File: config.mk
export PLATFORM = sky130hd
export DESIGN_NAME = sw_rx_engine
export DESIGN_NICKNAME = d
export VERILOG_FILES = /design/src/rtl/sw_rx_engine.sv
export SDC_FILE = /design/constraint.sdc
export NUM_CORES = 2
export LEC_CHECK = 0
export BUFFER_PORTS_ARGS = -buffer_cell sky130_fd_sc_hd__buf_2
export CORE_MARGIN = 10
export CORE_UTILIZATION = 61
export CTS_CLUSTER_SIZE = 12
export DETAILED_ROUTE_END_ITERATION = 8
export PLACE_DENSITY = 0.79
export SLEW_MARGIN = 20
export SYNTH_ARGS = -nofsm -noshare
export SYNTH_HDL_FRONTEND = slang
export SYNTH_SLANG_ARGS = --single-unit
File: constraint.sdc
create_clock -name aclk -period 4.9 [get_ports aclk]
set_input_delay 0.98 -clock aclk [delete_from_list [all_inputs] [get_ports aclk]]
set_output_delay 0.98 -clock aclk [all_outputs]
set_load 0.02 [all_outputs]
File: src/rtl/sw_rx_engine.sv
// rtl/sw_rx_engine.sv - SRIO SWRITE target receiver: header check, byte swap, AXI4 burst or c2h forward
// Optional build macro: SW_RX_DESTID_CHECK_EN (drop headers whose destination ID is not C_SRIO_DEV_ID)
module sw_rx_engine #(
  parameter logic [15:0] C_SRIO_DEV_ID = 16'h7801,
  parameter int          C_MAX_BEATS   = 32
) (
  input  logic        aclk,
  input  logic        aresetn,
  input  logic        sw_mode,
  output logic        sw_rx_done,
  output logic        sw_rx_err,
  output logic [31:0] sw_rx_addr,
  input  logic        s_axis_treq_tvalid,
  output logic        s_axis_treq_tready,
  input  logic        s_axis_treq_tlast,
  input  logic [63:0] s_axis_treq_tdata,
  input  logic [31:0] s_axis_treq_tuser,
  output logic [31:0] m_axi_awaddr,
  output logic [7:0]  m_axi_awlen,
  output logic [2:0]  m_axi_awsize,
  output logic [1:0]  m_axi_awburst,
  output logic        m_axi_awvalid,
  input  logic        m_axi_awready,
  output logic [63:0] m_axi_wdata,
  output logic [7:0]  m_axi_wstrb,
  output logic        m_axi_wlast,
  output logic        m_axi_wvalid,
  input  logic        m_axi_wready,
  input  logic [1:0]  m_axi_bresp,
  input  logic        m_axi_bvalid,
  output logic        m_axi_bready,
  output logic        m_axis_c2h_tvalid,
  input  logic        m_axis_c2h_tready,
  output logic        m_axis_c2h_tlast,
  output logic [63:0] m_axis_c2h_tdata,
  output logic [7:0]  m_axis_c2h_tkeep
);

  localparam int AW = (C_MAX_BEATS > 1) ? $clog2(C_MAX_BEATS) : 1;
  localparam int CW = $clog2(C_MAX_BEATS + 1);

  typedef enum logic [2:0] {S_IDLE, S_BUF, S_AW, S_W, S_B, S_PASS, S_DROP} state_t;
  state_t state, state_d;

  logic          run;
  logic [31:0]   addr_q;
  logic [CW-1:0] cnt;
  logic          ovf;
  logic [7:0]    awlen_q;
  logic [AW-1:0] rd_ptr;
  logic          done_d, err_d, done_q, err_q;
  logic          hdr_ok, treq_hs, buf_full;
  logic [63:0]   treq_swap;
  logic [63:0]   buf_mem [C_MAX_BEATS];

  function automatic logic [63:0] bswap(input logic [63:0] d);
    for (int i = 0; i < 8; i++) bswap[8*i +: 8] = d[56-8*i +: 8];
  endfunction

`ifdef SW_RX_DESTID_CHECK_EN
  assign hdr_ok = (s_axis_treq_tdata[55:48] == 8'h60) && (s_axis_treq_tuser[15:0] == C_SRIO_DEV_ID);
  logic unused_tuser;
  assign unused_tuser = &{1'b0, s_axis_treq_tuser[31:16]};
`else
  assign hdr_ok = (s_axis_treq_tdata[55:48] == 8'h60);
  logic unused_tuser;
  assign unused_tuser = &{1'b0, s_axis_treq_tuser, C_SRIO_DEV_ID};
`endif

  assign treq_swap = bswap(s_axis_treq_tdata);
  assign treq_hs   = s_axis_treq_tvalid && s_axis_treq_tready;
  assign buf_full  = (cnt == CW'(C_MAX_BEATS));

  assign sw_rx_done    = done_q;
  assign sw_rx_err     = err_q;
  assign sw_rx_addr    = addr_q;
  assign m_axi_awaddr  = addr_q;
  assign m_axi_awlen   = awlen_q;
  assign m_axi_awsize  = 3'b011;
  assign m_axi_awburst = 2'b01;
  assign m_axi_wdata   = buf_mem[rd_ptr];
  assign m_axi_wstrb   = 8'hFF;
  assign m_axi_wlast   = (rd_ptr == awlen_q[AW-1:0]);
  assign m_axis_c2h_tdata = treq_swap;
  assign m_axis_c2h_tkeep = 8'hFF;
  assign m_axis_c2h_tlast = (state == S_PASS) && s_axis_treq_tlast;

  always_comb begin
    state_d            = state;
    done_d             = 1'b0;
    err_d              = 1'b0;
    s_axis_treq_tready = 1'b0;
    m_axi_awvalid      = 1'b0;
    m_axi_wvalid       = 1'b0;
    m_axi_bready       = 1'b0;
    m_axis_c2h_tvalid  = 1'b0;
    case (state)
      S_IDLE: begin
        // run holds tready low for the first cycle out of reset
        s_axis_treq_tready = run;
        if (s_axis_treq_tvalid && run) begin
          if (s_axis_treq_tlast) err_d   = 1'b1;
          else if (!hdr_ok)      state_d = S_DROP;
          else if (sw_mode)      state_d = S_BUF;
          else                   state_d = S_PASS;
        end
      end
      S_BUF: begin
        s_axis_treq_tready = 1'b1;
        if (s_axis_treq_tvalid && s_axis_treq_tlast) begin
          if (ovf || buf_full) begin
            err_d   = 1'b1;
            state_d = S_IDLE;
          end else begin
            state_d = S_AW;
          end
        end
      end
      S_AW: begin
        m_axi_awvalid = 1'b1;
        if (m_axi_awready) state_d = S_W;
      end
      S_W: begin
        m_axi_wvalid = 1'b1;
        if (m_axi_wready && m_axi_wlast) state_d = S_B;
      end
      S_B: begin
        m_axi_bready = 1'b1;
        if (m_axi_bvalid) begin
          if (m_axi_bresp != 2'b00) err_d = 1'b1;
          else                      done_d = 1'b1;
          state_d = S_IDLE;
        end
      end
      S_PASS: begin
        s_axis_treq_tready = m_axis_c2h_tready;
        m_axis_c2h_tvalid  = s_axis_treq_tvalid;
        if (s_axis_treq_tvalid && m_axis_c2h_tready && s_axis_treq_tlast) begin
          done_d  = 1'b1;
          state_d = S_IDLE;
        end
      end
      S_DROP: begin
        s_axis_treq_tready = 1'b1;
        if (s_axis_treq_tvalid && s_axis_treq_tlast) begin
          err_d   = 1'b1;
          state_d = S_IDLE;
        end
      end
      default: state_d = S_IDLE;
    endcase
  end

  always_ff @(posedge aclk or negedge aresetn) begin
    if (!aresetn) begin
      state   <= S_IDLE;
      run     <= 1'b0;
      addr_q  <= '0;
      cnt     <= '0;
      ovf     <= 1'b0;
      awlen_q <= '0;
      rd_ptr  <= '0;
      done_q  <= 1'b0;
      err_q   <= 1'b0;
    end else begin
      state  <= state_d;
      run    <= 1'b1;
      done_q <= done_d;
      err_q  <= err_d;
      if (state == S_IDLE && treq_hs) begin
        addr_q <= s_axis_treq_tdata[31:0];
        cnt    <= '0;
        ovf    <= 1'b0;
      end
      // cnt before increment on the tlast beat equals final count minus one
      if (state == S_BUF && treq_hs) begin
        if (buf_full) ovf <= 1'b1;
        else          cnt <= cnt + 1'b1;
        if (s_axis_treq_tlast) awlen_q <= 8'(cnt);
      end
      if (state == S_AW) rd_ptr <= '0;
      if (m_axi_wvalid && m_axi_wready) rd_ptr <= rd_ptr + 1'b1;
    end
  end

  always_ff @(posedge aclk) begin
    if (state == S_BUF && treq_hs && !buf_full) buf_mem[cnt[AW-1:0]] <= treq_swap;
  end

endmodule

## Yosys cells after proc, flatten, opt, wreduce, memory -nomap -nowiden

Memories as Yosys holds them, arrays and structs flattened.
Index checks and enable logic that the tools add are counted.

- Register bits: 56
- Memory bits (writable): 2048
- Input port bits: 107
- Output and inout bits: 230
- Logic and storage cells: 87
- Memories kept: 1

- Add/subtract/negate cells: 2
- Equal/unequal tests: 17
- Multiplexer cells: 39
- Reduce and logical (&&, ||, !) cells: 19

Memories:

| memory | depth | bits a word | rd ports | clocked after Yosys merged registers in | write ports | line | source |
|---|---|---|---|---|---|---|---|
| buf_mem | 32 | 64 | 1 | 0 | 1 | 54 | `logic [63:0] buf_mem [C_MAX_BEATS];` |

Operators by type and width:

| operator | count |
|---|---|
| $mux W3 | 10 |
| $pmux W3 S7 | 1 |
| $mux W1 | 19 |
| $mux W6 | 3 |
| $ne A2 B2 Y1 const B | 7 |
| $logic_and A1 B1 Y1 | 11 |
| $mux W5 | 2 |
| $eq A3 B3 Y1 const B | 3 |
| $eq A8 B7 Y1 const B | 1 |
| $reduce_and A8 Y1 | 1 |
| $add A6 B1 Y6 const B | 1 |
| $eq A3 B2 Y1 const B | 2 |
| $eq A6 B6 Y1 const B | 1 |
| $add A5 B1 Y5 const B | 1 |
| $eq A5 B5 Y1 | 1 |
| $pmux W1 S4 | 1 |
| $reduce_bool A2 Y1 | 2 |
| $eq A3 B1 Y1 const B | 1 |
| $logic_not A3 Y1 | 1 |
| $pmux W1 S3 | 1 |
| $mux W2 | 1 |
| $ne A2 B1 Y1 const B | 1 |
| $pmux W1 S2 | 1 |
| $reduce_and A2 Y1 | 1 |
| 3 further kinds | 3 |

## Logic depth before layout (Yosys ltp)

- Word-level depth: 8
- Mapped depth: 8
- Gate-level depth less buffers: 7

## Worst setup path after synthesis

OpenSTA, ideal clock, no wires.

- Path type: input-to-reg
- Start point: input s_axis_treq_tvalid
- End point: memory buf_mem[31][0] (enable)
- Setup time: 0.487 ns
- Arrival: 4.425 ns
- Slack: -0.012 ns
- Stages: 4
- Path buffers: 0
- Path through: and4bb_2 > o21a_1 > nand2_1 > nor2_1

- Word-level cells in the longest chain between the ends: 5

Ends and longest elaborated chain:

| element | line | source |
|---|---|---|
| from (decl) | 13 | `input logic s_axis_treq_tvalid,` |
| $logic_and A1 B1 Y1 | 71 | `assign treq_hs = s_axis_treq_tvalid && s_axis_treq_tready;` |
| $logic_and A1 B1 Y1 (2 in series) | 187 | `if (state == S_BUF && treq_hs && !buf_full) buf_mem[cnt[AW-1:0]] <= treq_swap;` |
| $mux W1 | 187 |  |
| $mux W1 (implied by the code) | 187 |  |
| to (decl) | 54 |  |

Every way passes these cells.

## Worst setup path after layout

- Start point: register rd_ptr[0]
- End point: output m_axi_wdata[37]

- Word-level cells in the longest chain between the ends: 1

Ends and longest elaborated chain:

| element | line | source |
|---|---|---|
| from (decl) | 50 | `logic [AW-1:0] rd_ptr;` |
| from (signal assigned) | 182 | `if (m_axi_wvalid && m_axi_wready) rd_ptr <= rd_ptr + 1'b1;` |
| $mem_v2 Z32 W64 | - |  |
| to (decl) | 24 | `output logic [63:0] m_axi_wdata,` |

Every way passes these cells.

==> impl_metrics.yaml <==
yosys:
  synth_cell_types: 46
  yosysMostFrequentCell: "edfxtp_1"
  synth.area.top_cells: "edfxtp_1, mux4_2, dfrtp_1, buf_4, mux2_2"
  synth_ff_type: "edfxtp_1"
  ys_ff_latch: 2104
  yosysTopAreaCell: "edfxtp_1"
  synthCells: 3293
  synth_area_mm2: 0.0810
  synth_edf_count: 2048
  synth.avg_cell_area_um2: 24.6
  synthArstFlopShare_pct: 2.66
  synthTopCellsByCount: "edfxtp_1, mux4_2, buf_4, clkbuf_1, mux2_2"
  seq_area_frac_synth_pct: 77.7
  yosysWarningCount: 0
  synth_top_area_share_pct: 75.9
global_routing:
  grt_pass1_wl_um: 305000
  grt_usage_pct: 29.3
  grt_overflow: 0
  grt_max_degree: 94
  antenna_found_initial: 6
  first_global_vias: 40800
timing:
  rsz0062_at_grt: "no"
  timing.final.crit_share_pct: 96.3
  finalHoldViolCount: 0
  tightest_slew_ns: 1.09
  maxSlewViolCount: 0
  fmax_mhz: 212
  min_period_ns: 4.72
  fin_worst_skew_ns: 0.0409
  timing.slew.headroom_pct: 27.5
  setup_viol: 0
critical_path:
  cp-end-kind: "primary output"
  crit_chain: "buf_12, buf_16, buf_12, mux4_2, mux4_2, mux2_2, buf_2"
  max_stage_delay_ns: 0.57
  crit_arrival_ns: 3.74
  required_ns: 3.92
  cp_max_fo: 35
  slowest_stage: "mux4_2"
  path_class: "flip-flop to primary output"
  start_kind: "flip-flop"
finish:
  final_nets: 3743
  register_area_mm2: 0.0629
  multiInputGateArea_mm2: 0.0168
  fin_util_pct: 69.0
  n_fill_cell: 7300
  drive_gt1_share_pct: 36.6
  syn2layout_area_growth_pct: 12.2
  fin_area_mm2: 0.0908
clock_tree:
  cts_root_buf: "clkbuf_16"
  clk_latency_ns: 0.85
  clockBufferDepth: 3
  numCtsBuffers: 201
  h-tree-depth: 4
  clock_sinks: 2104
  cts_tree: "built"
  cts.clk_slew.worst_paths_ns: 0.06
detailed_routing:
  ant_nets: 0
  wl_um: 215000
  drcViolationCount: 0
  drt-wirelength-per-cell_um: 39.0
  vias: 38700
  viasPerCell: 7.01
  first_pass_iters: 5
  drtIter0Drc: 6059
outcome:
  status: "finished clean"
die:
  die_height_um: 384
  core-area_mm2: 0.132
  initial_core_util_pct: 61.5
  io_pins: 337
  rows: 133
  die_w_um: 384
  dieArea_mm2: 0.148
power_and_ir_drop:
  cellLeakagePower_uw: 0.0280
  powerDensity_mw_per_mm2: 470
  peakVddDrop_mv: 0.443
place:
  placed_area_mm2: 0.0849
  dp_hpwl_um: 99000
  place_congestion: 0.752
  port_buffers: 281
hold_path:
  hp-class: "input port to asynchronous set/reset pin"
flow_run:
  maxCapViolCount: 0
## critical path: cells and delay by family, from the launching register on
kind,cells,cell delay [ns]
muxes,3,1.41
buffers and inverters,4,1.00
DFF,1,0.42
## layout make-up
type	instances	area share [%]
Antenna cell	2	0.00551
Timing Repair Buffer	400	3.36
Clock buffer	302	6.05
Tap cell	1755	2.42
Inverter	4	0.0165
Sequential cell	2104	69.3
Clock inverter	32	0.427
Multi-Input combinational cell	920	18.5
## cells in the final DEF, fill, tap and decap left out, types with 5 or more instances in the layout
cell type     n
clkinv_16     5
nor2_4       31
buf_4        60
mux2_1       36
nand2_1      19
a21oi_1       6
buf_2       280
conb_1       24
ha_1          5
mux2_2       66
nand3_1      12
clkbuf_8      7
clkinv_2      6
clkinv_1     10
dfrtp_4       5
buf_12       58
clkbuf_16   202
nand3b_1      5
dfrtp_1      51
mux4_2      640
o21ai_1      11
edfxtp_1   2048
nor2_1       15
clkbuf_1     93
## repair_timing
action / in CTS / in global routing
hold buffers: 0 / 0
setup buffers: 0 / 3
endpoints found under the setup margin: 0 / 8
gates resized for setup: 0 / 2
## per-layer routing
| layer | up-vias | wire length (um) | global-route usage (%) |
|---|---|---|---|
| met1 | 20600 | 71200 | 38.1 |
| met4 | 4 | 8330 | 10.6 |
| met5 | - | 21 | 0 |
| li1 | 14700 | - | - |
| met3 | 505 | 24400 | 6.28 |
| met2 | 2951 | 111000 | 49.3 |
## final timing paths
check / depth (start not counted) / end / from / slack, ns
worst max-delay path: 7 / m_axi_wdata[37] / rd_ptr[0] / 0.18
worst min-delay path: 1 / m_axi_awaddr[22] / aresetn / 0.06
worst max register to register: 5 / buf_mem[14][46] / cnt[4] / 1.32
worst min register to register: 1 / m_axi_awaddr[7] / m_axi_awaddr[7] / 0.51
max in group asynchronous: 2 / rd_ptr[1] / aresetn / 3.70
min in group aclk: 3 / sw_rx_done / m_axi_bvalid / 0.45
## registers in the layout, summed over array words and instances, names as in the netlist
name          cells
rd_ptr            5
ovf               1
buf_mem        2048
m_axi_awlen       6
cnt               6
run               1
state             3
sw_rx_done        1
sw_rx_err         1
m_axi_awaddr     32
## through the flow
stage / hold slack, ns / power (uW) / worst slack (ns) / instances / setup TNS, ns
after floorplan: 0.482 / 26400 / -0.0118 / 3315 / -5.32
after global placement: 0.485 / 28300 / 0.994 / 5180 / 0
after detailed placement: 0.496 / 28500 / 0.963 / 5180 / 0
after CTS: 0.0433 / 42900 / 0.00890 / 5514 / 0
after global routing: 0.0652 / 43900 / 0.0587 / 5517 / 0
final: 0.0624 / 42700 / 0.182 / 5519 / 0
## power by group
group / internal [uW] / switching [uW] / leakage, uW
Clock: 7790 / 6630 / 0.00283
Sequential: 20000 / 232 / 0.0191
Combinational: 3880 / 4160 / 0.00605
## cells by family (layout without fill, tap and decap cells)
logic type | after synthesis | in the layout | share of synthesized area [%]
AND/OR/NAND/NOR | 109 | 109 | 0.663
other | 2 | 26 | 0.00927
adder cells (fa/ha/maj) | 5 | 5 | 0.0772
flip-flops | 2104 | 2104 | 77.7
buffers and inverters | 291 | 738 | 2.04
multiplexers | 744 | 744 | 19.2
XOR/XNOR | 6 | 6 | 0.0649
AO/OA/AOI/OAI | 32 | 32 | 0.241
Note: power is estimated with default switching activity, not from simulation.
